## src/rtl/sync_fifo_reader.sv

```systemverilog
// Drain-side adapter for sync_fifo: turns the FIFO pop interface (one-cycle SRAM read latency)
// into a registered valid/ready stream, using a 2-entry skid buffer for full throughput.
module sync_fifo_reader #(
    parameter int unsigned DATA_WIDTH = 32,
    parameter int unsigned CNT_WIDTH  = 32
) (
    input  logic                  clk,
    input  logic                  rst_n,
    input  logic                  fifo_empty,
    input  logic [DATA_WIDTH-1:0] fifo_read_data,
    output logic                  fifo_read_en,
    input  logic                  flush,
    output logic                  m_valid,
    output logic [DATA_WIDTH-1:0] m_data,
    input  logic                  m_ready,
    output logic [CNT_WIDTH-1:0]  beat_count,
    output logic                  busy
);

    logic [1:0]            occ_q, occ_d;
    logic                  inflight_q;
    logic                  head_q, head_d;
    logic                  tail_q, tail_d;
    logic [DATA_WIDTH-1:0] mem_q [2];
    logic [DATA_WIDTH-1:0] m_data_q, m_data_d;
    logic [CNT_WIDTH-1:0]  beat_q;
    logic                  fire;
    logic                  capture;
    logic                  head_nxt;
    logic [2:0]            level;

    assign m_valid    = (occ_q != 2'd0);
    assign m_data     = m_data_q;
    assign beat_count = beat_q;
    assign busy       = (occ_q != 2'd0) | inflight_q;

    assign fire     = m_valid & m_ready & ~flush;
    // A word arriving during flush is dropped along with the buffer contents.
    assign capture  = inflight_q & ~flush;
    assign head_nxt = ~head_q;
    assign level    = {1'b0, occ_q} + {2'b00, inflight_q};

    // occ + inflight - fire < 2, rearranged to stay unsigned.
    assign fifo_read_en = rst_n & ~fifo_empty & ~flush & (level < (3'd2 + {2'b00, fire}));

    always_comb begin
        occ_d    = occ_q;
        head_d   = head_q;
        tail_d   = tail_q;
        m_data_d = m_data_q;
        if (flush) begin
            occ_d  = 2'd0;
            head_d = 1'b0;
            tail_d = 1'b0;
        end else begin
            if (capture) begin
                tail_d = ~tail_q;
            end
            if (fire) begin
                head_d = ~head_q;
            end
            occ_d = occ_q + {1'b0, capture} - {1'b0, fire};
            // Precompute the next head word so m_data comes straight from a flop.
            if (fire && occ_q == 2'd2) begin
                m_data_d = mem_q[head_nxt];
            end else if (capture && (occ_q == 2'd0 || fire)) begin
                m_data_d = fifo_read_data;
            end
        end
    end

    always_ff @(posedge clk or negedge rst_n) begin
        if (!rst_n) begin
            occ_q      <= 2'd0;
            inflight_q <= 1'b0;
            head_q     <= 1'b0;
            tail_q     <= 1'b0;
            m_data_q   <= '0;
            beat_q     <= '0;
        end else begin
            occ_q      <= occ_d;
            inflight_q <= fifo_read_en;
            head_q     <= head_d;
            tail_q     <= tail_d;
            m_data_q   <= m_data_d;
            if (fire) begin
                beat_q <= beat_q + CNT_WIDTH'(1);
            end
        end
    end

    always_ff @(posedge clk or negedge rst_n) begin
        if (!rst_n) begin
            mem_q[0] <= '0;
            mem_q[1] <= '0;
        end else if (capture) begin
            mem_q[tail_q] <= fifo_read_data;
        end
    end

endmodule
```

## config.mk

```make
export PLATFORM = sky130hd
export DESIGN_NAME = sync_fifo_reader
export DESIGN_NICKNAME = d
export VERILOG_FILES = /design/src/rtl/sync_fifo_reader.sv
export SDC_FILE = /design/constraint.sdc
export NUM_CORES = 1
export LEC_CHECK = 0
export BUFFER_PORTS_ARGS = -buffer_cell sky130_fd_sc_hd__buf_2
export CORE_MARGIN = 5
export CORE_UTILIZATION = 31
export CTS_CLUSTER_SIZE = 12
export DETAILED_ROUTE_END_ITERATION = 10
export GPL_TIMING_DRIVEN = 0
export PLACE_DENSITY = 0.47
export SYNTH_ARGS = -nofsm -noshare
export SYNTH_HDL_FRONTEND = slang
export SYNTH_SLANG_ARGS = --single-unit
```

## constraint.sdc

```tcl
create_clock -name clk -period 2.35 [get_ports clk]
set_clock_uncertainty 0.1 [all_clocks]
set_input_delay 0.3525 -clock clk [delete_from_list [all_inputs] [get_ports clk]]
set_output_delay 0.3525 -clock clk [all_outputs]
set_load 0.05 [all_outputs]
```

# Word-level counts from Yosys, hierarchy flattened
# Index checks and enable logic that the tools add are counted.
# totals
ff_bits,133
output_inout_bits,67
# classes
addsub,5
magnitude_cmp,4
eq_ne,1
muxes,13
bitwise,13
reduce_logical,10
# ops
operator,n
two-way mux 32 bit,6
bitwise mux 64 bit,1
"adder 32 x 1 -> 32 bit, second input constant",1
demux 32 bit (select 1 bit),1
nonzero test 2 bit,4
AND 1 bit,6
">= comparator 2 bit, second input constant",2
two-way mux 1 bit,4
inverter 1 bit,4
inverter 1 -> 2 bit,2
adder 2 x 1 -> 3 bit,1
"adder 2 x 1 -> 3 bit, first input constant",1
logical AND 1 bit,3
less-than comparator 3 bit,1
adder 2 x 1 -> 2 bit,1
"== test 2 bit, second input constant",1
zero test 2 bit,1
"less-than comparator 2 x 1 -> 1 bit, second input constant",1
two-way mux 2 bit,1
AND reduction 2 bit,1
subtractor 2 x 1 -> 2 bit,1
logical OR 1 bit,1
OR 1 bit,1

# Longest topological paths before layout
# Gate-level depths: netlist (run 1).
# logic_depth
word_depth,7
ltp_mapped,7
depth_no_buf,6

# Worst setup path after synthesis (run 1)
# Ideal clock, no wire load.
# synth_timing
path_type,reg-to-output
startpoint,register occ_q[0]
endpoint,output port fifo_read_en
arrival_ns,1.699
required_time_ns,1.898
path_slack_ns,0.199
path_stages_with_launch,6
n_path_buf,0
path_cell_list,dfrtp_1 > nor2_1 > inv_1 > nand2_1 > o21ai_0 > and4b_1
# synth_via
elab_chain_len,6
elab_cells_between_ends,7
cone_classes,add/sub (2); order compare (1); bitwise (3); reduce/logical (1)
# synth_rtl
element,line,source
start: declaration,20,"logic [1:0] occ_q, occ_d;"
start signal: assignment,74,occ_q <= 2'd0;
start signal: assignment,81,occ_q <= occ_d;
nonzero test 2 bit,32,assign m_valid = (occ_q != 2'd0);
net m_valid,13,"output logic m_valid,"
AND 1 bit (2 in series),37,assign fire = m_valid & m_ready & ~flush;
adder 2 x 1 -> 3 bit,44,"assign fifo_read_en = rst_n & ~fifo_empty & ~flush & (level < (3'd2 + {2'b00, fire}));"
less-than comparator 3 bit,44,
AND 1 bit,44,
end: declaration,11,"output logic fifo_read_en,"
# The timed path passes the listed nets, and every way through them passes these cells.

# Final worst setup path (run 1)
# layout_timing
startpoint,register occ_q[0]
endpoint,output port fifo_read_en
# layout_via
elab_chain_len,6
elab_cells_between_ends,7
cone_classes,add/sub (2); order compare (1); bitwise (3); reduce/logical (1)
# layout_rtl
element,line
nonzero test 2 bit,32
AND 1 bit (2 in series),37
adder 2 x 1 -> 3 bit,44
less-than comparator 3 bit (*),44
AND 1 bit (*),44
# Mark *: on every way between the ends. The rest lies on a longest branch, timed or not.

==> flow_summary.json, run 1 <==
{
  "yosysSeqAreaShare": 0.559,
  "ioPinCount": 104,
  "via_per_inst": 4.85,
  "initial_utilization": 0.316,
  "antenna_left": 0,
  "grt_setup_unrepaired": "no",
  "cts_tree": "yes",
  "worst_setup_path_start_kind": "register",
  "ys_dominant_reg_cell": "dfrtp_1",
  "synth_area_sq_mm": 0.00595,
  "synth_top_family_by_area": "simple AND/OR/NAND/NOR gates",
  "dr.pass1.iters": 5,
  "n_antenna_cell": 0,
  "grt_pass1_wl_mm": 25.0,
  "crit_path_end_kind": "output pin",
  "synth_edf_count": 0,
  "fin_crit_ns": 2.25,
  "avgRoutedWirePerCell_um": 16.9,
  "min_period_over_period": 0.958,
  "hold_viol_final": 0,
  "place_congestion": 0.744,
  "finalNonFillerCells": 910,
  "slew_viol_final": 0,
  "antenna_found_initial": 0,
  "yosys.area_share.simple": 0.149,
  "clock-root-buffer": "clkbuf_16",
  "numClockSinks": 133,
  "syn_nets": 552,
  "area.growth.synth_to_final_pct": 26.1,
  "ir_drop_v": 0.000516,
  "relSlewSlack": 0.561,
  "synth_seq_cells": 133,
  "synthArstFlopShare": 1.00,
  "drt-total-wl_mm": 15.4,
  "rows": 50,
  "path_clk_slew_ns": 0.06,
  "h-tree-depth": 4,
  "p_sw_uw": 2290,
  "final_layout_size_suffix_gt1_frac": 0.357,
  "hold_class": "in2reg",
  "setup_viol": 0,
  "post-synth-top-area-fraction": 0.559,
  "synth_xor_area_frac": 0.0515,
  "path_class": "reg2out",
  "cellLeakagePower_uw": 0.00355,
  "synth-adder-area-share": 0.00841,
  "yosys_warnings": 0,
  "core_area_sq_mm": 0.0188,
  "place_ws_ns": 0.194,
  "clockPowerShare": 0.379,
  "setup_ws_ns": 0.0990,
  "grt_usage": 0.145,
  "die_x_um": 149,
  "synth_area_leader_cell": "dfrtp_1",
  "worst_slew_pin_slew_ns": 0.659,
  "postSynthAreaPerCell_sq_um": 11.7,
  "dp_cells": 874,
  "r2r_setup_slack_ns": 0.36,
  "grt_overflow_total": 0,
  "cts_buffers": 17,
  "synth_compound_area_frac": 0.0792,
  "grt_pass1_vias": 4603,
  "numPortBuffers": 102,
  "netlist_top_cells_area": "dfrtp_1 (56%), mux2_2 (12%), nand2_1 (4.5%), xnor2_1 (4.3%), a211oi_1 (4.0%)",
  "clockBufferDepth": 2,
  "synthMuxAreaShare": 0.123,
  "arrival_ns": 1.80,
  "drc_errors": 0,
  "dieHeight_um": 149,
  "p_int_uw": 4930,
  "worst_skew_pair.late_latency_ns": 0.42,
  "maxCapViolations": 0,
  "power_frac_comb": 0.216,
  "vias": 4410,
  "yosys.cell_types.count": 36,
  "grt_max_degree": 81,
  "p_sw_frac": 0.317,
  "dpl.hpwl_mm": 10.4,
  "powerDensity_mw_per_mm2": 962,
  "syn_inst": 511,
  "seqPwrFrac": 0.405,
  "nets": 679,
  "path_max_fanout": 7,
  "fmax_ghz": 0.444,
  "drt_iter0_drc": 182,
  "status": "complete, no violations",
  "dieArea_sq_mm": 0.0221,
  "crit_required_ns": 1.90
}
==> final cells by class <==
cell class | count | area (sq um)
buffer | 32 | 159
clock buffer | 20 | 457
clock inverter | 11 | 153
fill | 1850 | 11300
inverter | 5 | 18.8
multi-input combinational | 341 | 2450
sequential | 133 | 3330
tap | 260 | 325
timing repair buffer | 108 | 611
==> Yosys cell counts (all sizes together) (2+ instances only) <==
master  instances
ha              4
mux2           65
xnor2          29
inv             5
nand4          21
nor2b          36
nor2            9
nor3            2
and2            6
a31oi          32
nor4            3
nand2          71
nand3b          2
a211oi         32
o21ai           3
dfrtp         133
xor2            6
and3            5
buf            19
clkbuf         13
nand3           8
==> flip-flops by register name, summed over array words and instances (netlist names) <==
register    count
tail_q          1
m_data         32
inflight_q      1
occ_q           2
mem_q          64
beat_count     32
head_q          1
==> power groups by stage <==
stage | registers (uW) | clock network (uW) | logic, uW
6_report | 2930 | 2740 | 1560
5_1_grt | 2970 | 2900 | 1680
4_1_cts | 2930 | 2800 | 1580
3_5_place_dp | 2970 | 0 | 1560
3_3_place_gp | 2940 | 0 | 1530
2_1_floorplan | 3550 | 0 | 524
==> repair_timing <==
| action | in CTS | in global routing |
|---|---|---|
| hold endpoints to repair | 53 | 0 |
| pin swaps | 0 | 2 |
| setup endpoints to repair | 1 | 1 |
| buffers inserted | 0 | 3 |
| resized for setup | 3 | 4 |
| hold buffers | 2 | 0 |
==> path summary, 6_finish.rpt <==
check / start / endpoint / cells past startpoint
worst min register to register: beat_count[31] / beat_count[31] / 1
min in group asynchronous: rst_n / m_data[6] / 3
max in group asynchronous: rst_n / beat_count[5] / 3
worst min-delay path: fifo_read_data[7] / mem_q[39] / 2
worst max-delay path: occ_q[0] / fifo_read_en / 5
worst max register to register: inflight_q / m_data[25] / 6
==> worst max-delay path, stage by stage (launching register included) <==
cell and delay [ns]:
dfrtp_2 0.45, ha_2 0.19, ha_1 0.26, o21ai_0 0.06
and4b_1 0.25, buf_6 0.18
==> cells in the final DEF (no fill, tap or decap), drive strengths merged, types with 21 or more instances in the layout <==
cell type and n:
nand4 21, a31oi 32, a211oi 32, dfrtp 133, clkbuf 33, nand2 71
mux2 65, xnor2 29, buf 126, nor2b 36
==> metrics by stage <==
step / utilization / total power [uW] / hold WS (ns) / TNS [ns] / area, sq um
floorplan: - / 4080 / -0.0431 / 0 / 5950
global placement: 0.361 / 4470 / 0.361 / -141.77 / 6790
detailed placement: 0.362 / 4530 / 0.253 / 0 / 6820
CTS: 0.397 / 7310 / 0.0674 / 0 / 7480
global route: 0.399 / 7560 / 0.0694 / 0 / 7510
finish: 0.399 / 7220 / 0.0845 / 0 / 7510
==> routing by layer <==
layer,global-route usage,vias up,share of wire
li1,-,2064,-
met1,0.202,2207,0.47
met2,0.219,120,0.46
met3,0.0417,19,0.056
met4,0.0462,0,0.015
met5,0,-,0
==> logic make-up (layout without fill, tap and decap cells) <==
| kind of cell | count (synthesis) | after routing |
|---|---|---|
| AO/OA/AOI/OAI | 69 | 69 |
| adder cells (fa/ha/maj) | 4 | 4 |
| multiplexers | 65 | 65 |
| buffers and inverters | 37 | 176 |
| XOR/XNOR | 35 | 35 |
| AND/OR/NAND/NOR | 168 | 168 |
| flip-flops | 133 | 133 |
Note: power is estimated with default switching activity, not from simulation.
==> inputs of run 2 (changes only) <==
--- a/config.mk
+++ b/config.mk
@@ -12,6 +12,7 @@
 export DETAILED_ROUTE_END_ITERATION = 10
 export GPL_TIMING_DRIVEN = 0
 export PLACE_DENSITY = 0.47
+export RECOVER_POWER = 50
 export SYNTH_ARGS = -nofsm -noshare
 export SYNTH_HDL_FRONTEND = slang
 export SYNTH_SLANG_ARGS = --single-unit
==> run 2 against run 1 <==
  * First-iteration DRC count is 22% higher
  * Global-route usage did not move
  * Register-to-register slack worse by 0.03 ns
  * Non-clock buffer count stayed put
  * Critical path type unchanged
  * Worst hold slack lost 0.0016 ns
  * Critical path depth is the same
==> flow_summary.json, run 2 (synthesized netlist as in run 1, its figures left out) <==
{
  "antenna_found_initial": 0,
  "worst_skew_pair.late_latency_ns": 0.42,
  "grt_setup_unrepaired": "no",
  "final_common_cell": "dfrtp_1",
  "p_int_uw": 4890,
  "relSlewSlack": 0.111,
  "p_total_uw": 7180,
  "setup_viol": 0,
  "seqPwrFrac": 0.408,
  "dr.pass1.iters": 4,
  "ioPinCount": 104,
  "nets": 679,
  "largest_reg_flops": 64,
  "worstPathCellList": "ha_2 -> ha_1 -> o21ai_0 -> and4b_1 -> buf_6",
  "power_frac_comb": 0.211,
  "fmax_ghz": 0.444,
  "min_period_over_period": 0.959,
  "powerDensity_mw_per_mm2": 967,
  "path_class": "reg2out",
  "clock-root-buffer": "clkbuf_16",
  "worst_slew_pin_slew_ns": 1.33,
  "clockBufferDepth": 2,
  "r2r_setup_slack_ns": 0.33,
  "avgRoutedWirePerCell_um": 17.0,
  "crit_required_ns": 1.90,
  "slowest_stage": "dfrtp_2",
  "setup_ws_ns": 0.0974,
  "arrival_ns": 1.80,
  "hold_viol_final": 0,
  "area.growth.synth_to_final_pct": 24.8,
  "cts_tree": "yes",
  "dpl.hpwl_mm": 10.4,
  "ir_drop_v": 0.000520,
  "cellLeakagePower_uw": 0.00344,
  "worst_setup_path_start_kind": "register",
  "drt-total-wl_mm": 15.4,
  "numPortBuffers": 102,
  "hold_class": "in2reg",
  "rows": 50,
  "core_area_sq_mm": 0.0188,
  "placed_area_sq_mm": 0.00682,
  "grt_overflow_total": 0,
  "status": "complete, no violations",
  "grt_pass1_vias": 4603,
  "crit_path_end_kind": "output pin",
  "path_clk_slew_ns": 0.06,
  "final_cell_mix": "dfrtp_1 (130), buf_2 (87), nand2_1 (71)",
  "path_max_fanout": 7,
  "cts_buffers": 17,
  "dieArea_sq_mm": 0.0221,
  "antenna_left": 0,
  "top_register": "mem_q",
  "numClockSinks": 133,
  "n_antenna_cell": 0,
  "final_area_sq_mm": 0.00743,
  "fin_crit_ns": 2.25,
  "clockPowerShare": 0.381,
  "vias": 4396,
  "grt_usage": 0.145,
  "p_sw_uw": 2290,
  "maxCapViolations": 0,
  "place_ws_ns": 0.194,
  "final_layout_size_suffix_gt1_frac": 0.314,
  "die_x_um": 149,
  "grt_pass1_wl_mm": 25.0,
  "slew_viol_final": 0,
  "drt_iter0_drc": 222,
  "initial_utilization": 0.316,
  "h-tree-depth": 4,
  "crit_start": "occ_q[0]",
  "p_sw_frac": 0.319,
  "via_per_inst": 4.83,
  "min_from": "fifo_read_data[7]",
  "critPathMaxStageDelay_ns": 0.45,
  "grt_max_degree": 81,
  "dieHeight_um": 149,
  "drc_errors": 0,
  "r2r_start": "inflight_q",
  "place_congestion": 0.744
}
-- run 2: changes by cell type in the layout (fill, tap and decap cells not counted), sizes merged --
cell and delta:
clkbuf +31, buf -31
-- run 2: timing repair --
action	4_1_cts	5_1_grt
setup endpoints to repair	1	1
hold buffers	2	0
gates resized for setup	3	4
endpoints found under the hold margin	53	0
pin swaps	0	2
setup buffers	0	3
-- run 2: through the flow --
| step | utilization | cells | TNS (ns) | hold slack [ns] |
|---|---|---|---|---|
| 6_report | 0.394 | 910 | 0 | 0.0829 |
| 5_1_grt | 0.394 | 910 | 0 | 0.0694 |
| 4_1_cts | 0.397 | 907 | 0 | 0.0674 |
| 3_5_place_dp | 0.362 | 874 | 0 | 0.253 |
| 3_3_place_gp | 0.361 | 873 | -141.77 | 0.361 |
| 2_1_floorplan | - | 511 | 0 | -0.0431 |
-- run 2: power groups by stage --
stage	clock [uW]	combinational [uW]	sequential, uW
5_1_grt	2900	1640	2980
4_1_cts	2800	1580	2930
6_report	2730	1510	2930
3_5_place_dp	0	1560	2970
2_1_floorplan	0	524	3550
3_3_place_gp	0	1530	2940
-- run 2: final cells by class --
| type | instances | area (sq um) |
|---|---|---|
| Sequential cell | 133 | 3330 |
| Clock inverter | 11 | 153 |
| Multi-Input combinational cell | 341 | 2450 |
| Timing Repair Buffer | 108 | 531 |
| Clock buffer | 20 | 457 |
| Buffer | 32 | 159 |
| Fill cell | 1859 | 11400 |
| Tap cell | 260 | 325 |
| Inverter | 5 | 18.8 |
-- run 2: path summary, 6_finish.rpt --
check	depth (start not counted)	to
worst max-delay path	5	fifo_read_en
worst min-delay path	2	mem_q[39]
worst max register to register	6	m_data[25]
worst min register to register	1	beat_count[31]
max in group asynchronous	3	inflight_q
min in group asynchronous	3	mem_q[4]
-- run 2: per-layer routing --
layer / share of wire / track usage / vias to the layer above
met1: 0.47 / 0.202 / 2213
met5: 0 / 0 / -
met3: 0.053 / 0.0417 / 17
met4: 0.014 / 0.0462 / 0
li1: - / - / 2062
met2: 0.46 / 0.219 / 104
-- run 2: worst max-delay path: cells and delay by family (launching register included) --
kind | cells | cell delay, ns
buffers and inverters | 1 | 0.17
flip-flops | 1 | 0.45
AND/OR/NAND/NOR | 1 | 0.25
AO/OA/AOI/OAI | 1 | 0.06
adder cells (fa/ha/maj) | 2 | 0.45
==> inputs of run 3 (changes only) <==
==> config.mk (replaced) <==
export PLATFORM = sky130hd
export DESIGN_NAME = sync_fifo_reader
export DESIGN_NICKNAME = d
export VERILOG_FILES = /design/src/rtl/sync_fifo_reader.sv
export SDC_FILE = /design/constraint.sdc
export NUM_CORES = 1
export LEC_CHECK = 0
export ABC_AREA = 1
export CORE_MARGIN = 5
export CORE_UTILIZATION = 31
export CTS_CLUSTER_SIZE = 12
export DETAILED_ROUTE_END_ITERATION = 10
export DONT_BUFFER_PORTS = 1
export GPL_TIMING_DRIVEN = 0
export PLACE_DENSITY = 0.43
export RECOVER_POWER = 50
export REMOVE_ABC_BUFFERS = 1
export SYNTH_ARGS = -nofsm -noshare
export SYNTH_HDL_FRONTEND = slang
export SYNTH_SLANG_ARGS = --single-unit
==> run 3 against run 2 <==
  * The flow now finishes with violations (hold timing)
  * Register-to-register slack got worse by 0.14 ns
  * Worst setup slack got worse by 0.019 ns
  * Power rose by 2.0%
  * Clock power rose by 19%
  * Count of clock-buffer cells in the layout fell by 1
  * Area after synthesis rose by 6.1%
  * Via count rose by 11%
  * Largest power group unchanged
  * Non-clock buffer count fell by 124
==> flow_summary.json, run 3 <==
{
  "drc_errors": 0,
  "worst_hold_slack_ns": -0.464,
  "worst_setup_path_start_kind": "register",
  "n_antenna_cell": 0,
  "synth_edf_count": 0,
  "hold_class": "in2async",
  "synth_area_leader_cell": "dfrtp_1",
  "hold_viol_final": 133,
  "grt_max_degree": 135,
  "drt-total-wl_mm": 16.0,
  "cts_tree": "yes",
  "setup_viol": 0,
  "slew_viol_final": 0,
  "final_area_sq_mm": 0.00746,
  "status": "finished, violations left",
  "worstPathCellList": "ha_1 -> or2_2 -> a21oi_4",
  "crit_path_end_kind": "output pin",
  "relSlewSlack": 0.314,
  "final_common_cell": "nand2_1",
  "via_per_inst": 4.65,
  "yosysMostFrequentCell": "nand2_1",
  "antenna_left": 0,
  "worst_slew_pin_slew_ns": 1.03,
  "grt_pass1_vias": 4965,
  "worst_skew_pair.late_latency_ns": 0.41,
  "rows": 52,
  "dieHeight_um": 153,
  "dpl.hpwl_mm": 10.1,
  "finalSetupTns_ns": 0,
  "arrival_ns": 1.82,
  "violations": "hold timing",
  "crit_family": "flip-flops",
  "clockBufferDepth": 2,
  "path_clk_slew_ns": 0.06,
  "clock-root-buffer": "clkbuf_16",
  "antenna_found_initial": 0,
  "nets": 805,
  "critPathMaxStageDelay_ns": 0.42,
  "avgRoutedWirePerCell_um": 15.3,
  "grt_usage": 0.143,
  "dieArea_sq_mm": 0.0233,
  "path_max_fanout": 4,
  "synth_seq_cells": 133,
  "fmax_ghz": 0.440,
  "numPortBuffers": 0,
  "yosys_warnings": 0,
  "yosysSeqAreaShare": 0.527,
  "cellLeakagePower_uw": 0.00349,
  "dr.pass1.iters": 4,
  "final_cell_mix": "nand2_1 (208), dfrtp_1 (125), nor2_1 (103)",
  "netlist_top_cells_area": "dfrtp_1 (53%), nand2_1 (12%), nor2_1 (6.2%), o21ai_0 (5.3%), mux2i_1 (5.1%)",
  "grt_setup_unrepaired": "no",
  "post-synth-top-area-fraction": 0.527,
  "cts.hold.buffers_added": 1,
  "yosys.cell_types.count": 28,
  "synthArstFlopShare": 1.00,
  "postSynthAreaPerCell_sq_um": 8.33,
  "ir_drop_v": 0.000492,
  "ys_dominant_reg_cell": "dfrtp_1",
  "placed_area_sq_mm": 0.00658,
  "powerDensity_mw_per_mm2": 982,
  "grt_overflow_total": 0,
  "core_area_sq_mm": 0.0202,
  "place_congestion": 0.814,
  "grt_pass1_wl_mm": 26.8,
  "path_class": "reg2out",
  "top_register": "mem_q",
  "drt_iter0_drc": 276,
  "cts_buffers": 17,
  "synth_commonest_cells": "nand2_1 (209), dfrtp_1 (133), nor2_1 (104), inv_1 (77), o21ai_0 (67)",
  "min_period_over_period": 0.967,
  "vias": 4869,
  "maxCapViolations": 0,
  "die_x_um": 153,
  "final_layout_size_suffix_gt1_frac": 0.0901,
  "fin_crit_ns": 2.27,
  "path_buf_inv": 0,
  "synth_area_sq_mm": 0.00631,
  "slowest_stage": "dfrtp_1",
  "largest_reg_flops": 64,
  "ioPinCount": 104,
  "numClockSinks": 133,
  "h-tree-depth": 4,
  "syn_inst": 758,
  "crit_required_ns": 1.90,
  "area.growth.synth_to_final_pct": 18.2,
  "initial_utilization": 0.313
}
[run 3: layout make-up]
cell class | count | area (sq um)
clock inverter | 13 | 275
clock buffer | 19 | 443
inverter | 79 | 304
timing repair buffer | 16 | 193
fill | 2101 | 12700
sequential | 133 | 3340
tap | 270 | 338
multi-input combinational | 517 | 2570
[run 3: metal layers]
layer  global-route usage  wire length, um  vias to the layer above
li1                     -                -                     2399
met1                0.180             7280                     2330
met2                0.228             7380                      125
met3               0.0582             1150                       15
met4               0.0399              216                        0
met5                    0                0                        -
[run 3: worst paths after layout]
kind,end,startpoint,depth (start not counted),slack (ns)
min in group clk,mem_q[8],fifo_read_data[8],2,0.03
setup reg to reg,occ_q[1],occ_q[0],10,0.19
hold reg to reg,mem_q[24],mem_q[24],2,0.38
max in group asynchronous,beat_count[21],rst_n,0,2.43
setup / recovery,fifo_read_en,occ_q[0],3,0.08
hold / removal,m_data[12],rst_n,0,-0.46
[run 3: through the flow]
stage | power, uW | util | setup slack (ns) | cells
6_report | 7330 | 0.370 | 0.0781 | 1047
4_1_cts | 7430 | 0.370 | 0.00630 | 1047
2_1_floorplan | 3930 | - | -0.490 | 728
3_3_place_gp | 4070 | 0.321 | -2.17 | 998
3_5_place_dp | 4120 | 0.326 | -0.677 | 1002
5_1_grt | 7670 | 0.370 | 0.00780 | 1047
[run 3: kinds of logic (layout without fill, tap and decap cells)]
group,count (synthesis),after routing,synth area share
simple gates,388,389,0.253
xor+xnor,21,21,0.0291
buf+inv,109,127,0.0755
flops,133,133,0.527
mux,32,32,0.0507
fa+ha+maj,4,4,0.00793
compound gates,71,71,0.0567
[run 3: repair_timing]
item                                    CTS  global route
hold endpoints to repair                135           133
resized for setup                        11             7
gates cloned                              1             0
pin swaps                                 6             2
endpoints found under the setup margin   34            11
setup buffers                            11             0
[run 3: where the power goes]
part | switching (uW) | internal (uW)
registers | 863 | 2650
logic | 310 | 258
clock network | 1010 | 2240
total | 2180 | 5150
[run 3: worst register-to-register path, stage by stage, from the launching register on]
cell	delay, ns
dfrtp_1	0.42
inv_1	0.29
nand2_4	0.22
nand2_2	0.16
nor2_4	0.07
nand2_1	0.10
o21ai_0	0.10
ha_1	0.20
xnor2_1	0.18
o21ai_0	0.11
a21oi_1	0.13
